## src/rtl/spi_maestro_registros.sv

```systemverilog
// Register-mapped SPI mode-0 master: 256x8 data buffer plus control register,
// full-duplex burst over buffer bytes with in-place write-back of received data.
module spi_maestro_registros #(
    parameter int unsigned DIV  = 4,
    parameter int unsigned PROF = 256
) (
    input  logic        clk_i,
    input  logic        reset_i,
    input  logic        wr_i,
    input  logic        reg_sel_i,
    input  logic [31:0] entrada_i,
    input  logic [31:0] addr_i,
    output logic [31:0] salida_o,
    output logic        sclk_o,
    output logic        mosi_o,
    input  logic        miso_i,
    output logic        cs_o
);
    localparam int unsigned DW   = 8;
    localparam int unsigned AW   = 8;
    localparam int unsigned NRXW = 10;
    localparam int unsigned BW   = 3;
    localparam int unsigned CW   = $clog2(DIV);

    typedef enum logic [2:0] {
        S_IDLE,
        S_CARGA,
        S_ALTO,
        S_BAJO,
        S_GUARDA,
        S_FIN
    } state_t;

    state_t          r_state;
    state_t          w_state_nxt;
    logic [DW-1:0]   r_buf [PROF];

    logic            r_send,     w_send_nxt;
    logic            r_cs_ctrl,  w_cs_ctrl_nxt;
    logic            r_all1,     w_all1_nxt;
    logic            r_all0,     w_all0_nxt;
    logic [AW-1:0]   r_n_tx_end, w_n_tx_end_nxt;
    logic [NRXW-1:0] r_n_rx,     w_n_rx_nxt;
    logic [AW-1:0]   r_idx,      w_idx_nxt;
    logic [DW-1:0]   r_shreg,    w_shreg_nxt;
    logic [DW-1:0]   r_rxreg,    w_rxreg_nxt;
    logic [BW-1:0]   r_bit,      w_bit_nxt;
    logic [CW-1:0]   r_div,      w_div_nxt;
    logic            r_sclk,     w_sclk_nxt;
    logic            r_mosi,     w_mosi_nxt;
    logic            r_cs,       w_cs_nxt;
    logic [31:0]     r_salida;

    logic            w_wr_ok;
    logic            w_wb;
    logic            w_div_end;
    logic [AW-1:0]   w_load_idx;
    logic [DW-1:0]   w_tx;
    logic [31:0]     w_ctrl;
    logic [31:0]     w_rd;
    logic            w_unused_bits;

    assign w_wr_ok    = wr_i && (r_state == S_IDLE) && !r_send;
    assign w_div_end  = (r_div == CW'(DIV - 1));
    // Byte index about to be loaded: restart at 0 from IDLE, else advance.
    assign w_load_idx = (r_state == S_IDLE) ? '0 : r_idx + AW'(1);
    assign w_tx       = r_all1 ? 8'hFF : (r_all0 ? 8'h00 : r_buf[w_load_idx]);
    assign w_ctrl     = {6'b0, r_n_rx, 4'b0, r_n_tx_end, r_all0, r_all1, r_cs_ctrl, r_send};
    assign w_rd       = reg_sel_i ? {24'b0, r_buf[addr_i[AW-1:0]]} : w_ctrl;
    assign w_unused_bits = ^{entrada_i[31:12], addr_i[31:AW]};

    assign salida_o = r_salida;
    assign sclk_o   = r_sclk;
    assign mosi_o   = r_mosi;
    assign cs_o     = r_cs;

    always_comb begin
        w_state_nxt    = r_state;
        w_send_nxt     = r_send;
        w_cs_ctrl_nxt  = r_cs_ctrl;
        w_all1_nxt     = r_all1;
        w_all0_nxt     = r_all0;
        w_n_tx_end_nxt = r_n_tx_end;
        w_n_rx_nxt     = r_n_rx;
        w_idx_nxt      = r_idx;
        w_shreg_nxt    = r_shreg;
        w_rxreg_nxt    = r_rxreg;
        w_bit_nxt      = r_bit;
        w_div_nxt      = r_div;
        w_sclk_nxt     = 1'b0;
        w_mosi_nxt     = r_mosi;
        w_cs_nxt       = r_cs;
        w_wb           = 1'b0;

        case (r_state)
            S_IDLE: begin
                w_cs_nxt   = ~r_cs_ctrl;
                w_mosi_nxt = 1'b0;
                if (w_wr_ok && !reg_sel_i) begin
                    w_send_nxt     = entrada_i[0];
                    w_cs_ctrl_nxt  = entrada_i[1];
                    w_all1_nxt     = entrada_i[2];
                    w_all0_nxt     = entrada_i[3];
                    w_n_tx_end_nxt = entrada_i[11:4];
                    w_n_rx_nxt     = '0;
                end
                if (r_send) begin
                    w_state_nxt = S_CARGA;
                    w_idx_nxt   = w_load_idx;
                    w_shreg_nxt = w_tx;
                    w_mosi_nxt  = w_tx[DW-1];
                    w_cs_nxt    = 1'b0;
                    w_bit_nxt   = '0;
                    w_div_nxt   = '0;
                end
            end
            S_CARGA: begin
                w_cs_nxt = 1'b0;
                if (w_div_end) begin
                    w_state_nxt = S_ALTO;
                    w_div_nxt   = '0;
                    w_sclk_nxt  = 1'b1;
                    w_rxreg_nxt = {r_rxreg[DW-2:0], miso_i};
                end else begin
                    w_div_nxt = r_div + CW'(1);
                end
            end
            S_ALTO: begin
                w_cs_nxt = 1'b0;
                if (w_div_end) begin
                    w_state_nxt = S_BAJO;
                    w_div_nxt   = '0;
                    w_shreg_nxt = {r_shreg[DW-2:0], 1'b0};
                    w_mosi_nxt  = r_shreg[DW-2];
                end else begin
                    w_div_nxt  = r_div + CW'(1);
                    w_sclk_nxt = 1'b1;
                end
            end
            S_BAJO: begin
                w_cs_nxt = 1'b0;
                if (w_div_end) begin
                    w_div_nxt = '0;
                    if (r_bit == BW'(DW - 1)) begin
                        w_state_nxt = S_GUARDA;
                    end else begin
                        w_state_nxt = S_ALTO;
                        w_bit_nxt   = r_bit + BW'(1);
                        w_sclk_nxt  = 1'b1;
                        w_rxreg_nxt = {r_rxreg[DW-2:0], miso_i};
                    end
                end else begin
                    w_div_nxt = r_div + CW'(1);
                end
            end
            S_GUARDA: begin
                w_wb       = 1'b1;
                w_n_rx_nxt = r_n_rx + NRXW'(1);
                if (r_idx == r_n_tx_end) begin
                    w_state_nxt = S_FIN;
                    w_cs_nxt    = ~r_cs_ctrl;
                    w_mosi_nxt  = 1'b0;
                end else begin
                    // CS stays asserted across byte boundaries.
                    w_state_nxt = S_CARGA;
                    w_idx_nxt   = w_load_idx;
                    w_shreg_nxt = w_tx;
                    w_mosi_nxt  = w_tx[DW-1];
                    w_cs_nxt    = 1'b0;
                    w_bit_nxt   = '0;
                    w_div_nxt   = '0;
                end
            end
            S_FIN: begin
                w_state_nxt = S_IDLE;
                w_send_nxt  = 1'b0;
                w_cs_nxt    = ~r_cs_ctrl;
                w_mosi_nxt  = 1'b0;
            end
            default: begin
                w_state_nxt = S_IDLE;
            end
        endcase
    end

    always_ff @(posedge clk_i) begin
        if (!reset_i) begin
            r_state    <= S_IDLE;
            r_send     <= 1'b0;
            r_cs_ctrl  <= 1'b0;
            r_all1     <= 1'b0;
            r_all0     <= 1'b0;
            r_n_tx_end <= '0;
            r_n_rx     <= '0;
            r_idx      <= '0;
            r_shreg    <= '0;
            r_rxreg    <= '0;
            r_bit      <= '0;
            r_div      <= '0;
            r_sclk     <= 1'b0;
            r_mosi     <= 1'b0;
            r_cs       <= 1'b1;
            r_salida   <= '0;
        end else begin
            r_state    <= w_state_nxt;
            r_send     <= w_send_nxt;
            r_cs_ctrl  <= w_cs_ctrl_nxt;
            r_all1     <= w_all1_nxt;
            r_all0     <= w_all0_nxt;
            r_n_tx_end <= w_n_tx_end_nxt;
            r_n_rx     <= w_n_rx_nxt;
            r_idx      <= w_idx_nxt;
            r_shreg    <= w_shreg_nxt;
            r_rxreg    <= w_rxreg_nxt;
            r_bit      <= w_bit_nxt;
            r_div      <= w_div_nxt;
            r_sclk     <= w_sclk_nxt;
            r_mosi     <= w_mosi_nxt;
            r_cs       <= w_cs_nxt;
            r_salida   <= w_rd;
        end
    end

    // Buffer is never cleared; a reset cycle suppresses any pending write-back.
    always_ff @(posedge clk_i) begin
        if (reset_i) begin
            if (w_wb) begin
                r_buf[r_idx] <= r_rxreg;
            end else if (w_wr_ok && reg_sel_i) begin
                r_buf[addr_i[AW-1:0]] <= entrada_i[DW-1:0];
            end
        end
    end

endmodule

```

## config.mk

```make
export PLATFORM = sky130hd
export DESIGN_NAME = spi_maestro_registros
export DESIGN_NICKNAME = d
export VERILOG_FILES = /design/src/rtl/spi_maestro_registros.sv
export SDC_FILE = /design/constraint.sdc
export NUM_CORES = 2
export LEC_CHECK = 0
export ABC_AREA = 0
export CAP_MARGIN = 20
export CORE_AREA = 5 5 418 626
export DETAILED_ROUTE_END_ITERATION = 8
export DIE_AREA = 0 0 423 631
export PLACE_DENSITY_LB_ADDON = 0.08
export SYNTH_ARGS = -nofsm -noshare
export SYNTH_HDL_FRONTEND = slang
export SYNTH_SLANG_ARGS = --single-unit
```

## constraint.sdc

```tcl
create_clock -name clk_i -period 11.7 [get_ports clk_i]
set_clock_uncertainty 0.1 [all_clocks]
set_input_delay 2.925 -clock clk_i [delete_from_list [all_inputs] [get_ports clk_i]]
set_output_delay 2.925 -clock clk_i [all_outputs]
set_load 0.005 [all_outputs]
```

==> impl_metrics.toml <==
[placed_design]
gp_congestion = 0.884
numPortBuffers = 49
hpwl_mm = 243

[logic_synthesis]
yosys.cell_types.count = 78
synth_top_area_share_pct = 60.4
ys_seq_elements = 2126
synth_area_per_cell_sq_um = 15.9
synthesis.area_sq_um = 102000
synth_top_cell_by_area = "edfxtp_1"
synth-edff-count = 2048
synth-main-ff-cell = "edfxtp_1"
ys_seq_area_share_pct = 61.9
ys_top_cells_by_area = "edfxtp_1, mux4_2, mux2i_1"
synthArstFlopShare_pct = 0
ys_warn_count = 0
syn_inst = 6400

[critical_path]
crit_cells = 9
crit_family = "simple AND/OR/NAND/NOR gates"
worst-path-buf-inv = 3
critical_path.cell_chain = "clkdlybuf4s50_1 -> and2_1 -> and3_2 -> buf_4 -> nand2_1 -> o21ai_0 -> nand2_2 -> buf_4 -> nor2_1"
start_kind = "input port"
r2r_cells = 9
end_kind = "flip-flop"
critical_path.max_fanout = 42
slowest_delay_ns = 0.92
crit_slowest_cell = "nor2_1"
path_class = "input port to flip-flop"
crit_top_cell = "buf_4"
cp.required_ns = 12.08
worstPathArrival_ns = 8.03

[global_routing]
grt_pass1_vias = 64100
grt_usage_pct = 28.1
grt_max_degree = 173
grt_overflow = 0
antenna_found_initial = 15
grt_first_pass_wirelength_mm = 529

[detailed_routing]
wirelength_mm = 384
drcViolationCount = 0
drtPass1Iterations = 8
drt-initial-drc-count = 7019
drt-vias-per-instance = 6.55
vias = 64100
routedWlPerCell_um = 39.2
ant_nets = 0

[clocking]
cts_buffers = 216
worstSkewPairLatency_ns = 0.87
post_cts_buffers = 0
ctsHoldBuffers = 0
path_clk_slew_ns = 0.06
cts.sinks = 2126
cts_root_buffer = "clkbuf_16"
cts_tree = "done"
clockBufferDepth = 4
htreeDepth = 4
ctsResizeCount = 0

[pwr]
peakVddDrop_uv = 119
leakage_uw = 0.0344
p_per_area_nw_per_um2 = 145

[timing]
setup_tns_ns = 0
setup_viol = 0
max-slew-margin-rel_pct = 16.5
slew_viol_final = 0
rsz0062_at_grt = "false"
fin_crit_ns = 7.65
max_freq_mhz = 131
hold_viol = 0
period_share_pct = 65.4
holdWs_ns = 0.381
worst_pin_slew_ns = 1.22

[die]
rows = 228
dieArea_sq_um = 267000
io_pins = 104
die_h_um = 631
fp.dieW_um = 423
start_util_pct = 39.8
core_area_sq_um = 256000

[min_path]
hp-class = "flip-flop to flip-flop"
whs_path_depth = 1

[cells_and_area]
nets = 6356
fillers = 22400
drive_above_1_share_pct = 23.2
area.growth.synth_to_final_pct = 11.0

[flow_run]
maxCapViolCount = 0

[run_status]
status = "finished clean"
==> area by class of cell <==
| class | instances | area, sq um | share of cell area [%] |
|---|---|---|---|
| Antenna cell | 8 | 20.0 | 0.0177 |
| Clock buffer | 270 | 5820 | 5.15 |
| Clock inverter | 121 | 1000 | 0.889 |
| Inverter | 14 | 60.1 | 0.0532 |
| Multi-Input combinational cell | 3679 | 36500 | 32.3 |
| Sequential cell | 2126 | 63100 | 55.8 |
| Tap cell | 3335 | 4170 | 3.69 |
| Timing Repair Buffer | 245 | 2340 | 2.07 |
==> flip-flops by register name, indices dropped and copies added, names as in the netlist, 3 cells and up <==
signal      count
r_buf        2048
salida_o       22
r_n_rx         10
r_idx           8
r_n_tx_end      8
r_rxreg         8
r_shreg         7
r_bit           3
r_state         3
==> per-layer routing <==
layer  track usage [%]  share of wire, %  vias to the layer above
met1              34.7                37                    34200
li1                  -                 -                    26200
met2              47.6                50                     2978
met4              15.1               6.6                        6
met5                 0            0.0094                        -
met3              4.36               6.7                      738
==> where the power goes <==
part	leakage [uW]	internal [uW]	switching [uW]	total, uW
clock	0.00333	3880	3060	6940
combinational	0.0116	433	729	1160
sequential	0.0195	8290	12.9	8300
==> through the flow <==
step / cell area (sq um) / setup WS [ns] / cells / power, uW / utilization (%)
after floorplan: 102000 / 5.24 / 6409 / 9170 / -
after global routing: 113000 / 3.95 / 9792 / 16800 / 44.1
after detailed placement: 106000 / 3.22 / 9394 / 9630 / 41.4
after global placement: 106000 / 3.18 / 9382 / 9620 / 41.4
final: 113000 / 4.05 / 9798 / 16400 / 44.2
after CTS: 113000 / 4.12 / 9785 / 16500 / 44.1
==> path summary, 6_finish.rpt <==
kind	start	slack, ns	endpoint
worst max-delay path	reg_sel_i	4.05	r_buf[177][7]$_DFFE_PP_
worst min-delay path	r_n_rx[9]$_SDFFE_PN0P_	0.38	salida_o[25]$_SDFF_PP0_
worst min register to register	r_n_rx[9]$_SDFFE_PN0P_	0.38	salida_o[25]$_SDFF_PP0_
worst max register to register	r_state[2]$_SDFFE_PN0P_	5.38	r_buf[177][7]$_DFFE_PP_
==> kinds of logic after synthesis <==
kind of cell / count (synthesis) / share of synthesized area (%)
flops: 2126 / 61.9
compound gates: 1428 / 9.71
mux: 1171 / 20.9
simple gates: 1054 / 4.64
buf+inv: 604 / 2.61
xor+xnor: 11 / 0.0946
fa+ha+maj: 5 / 0.0614
other cells: 1 / 0.00368
==> Yosys cell counts (all sizes together) (52+ instances only) <==
library cell,n
nor2,316
a21oi,229
a31oi,95
clkbuf,255
and2,82
nand2,385
nand3,93
buf,335
nor3,52
a211oi,179
a21boi,53
mux4,749
o21ai,306
a221oi,116
a22oi,70
mux2i,240
dfxtp,78
edfxtp,2048
mux2,182
==> cell usage in the layout (no fill, tap or decap), drive strengths merged, types with 13 or more instances in the layout <==
cell	instances
buf	200
a221o	35
o21ai	306
a22oi	70
nor3	52
bufinv	17
o31a	13
and2	82
mux2i	240
a21oi	229
clkdlybuf4s50	44
a211o	33
clkbuf	271
edfxtp	2048
a221oi	116
a31oi	95
a32oi	22
a211oi	179
nand2b	17
o22ai	26
nand2	385
mux2	182
a22o	37
o211ai	42
a21boi	53
a2111oi	30
a311oi	40
o311a	13
nand3	93
dfxtp	78
nor2	316
mux4	749
inv	14
a311o	34
nor2b	51
clkinv	93
Power figures use the tool's default switching activity.
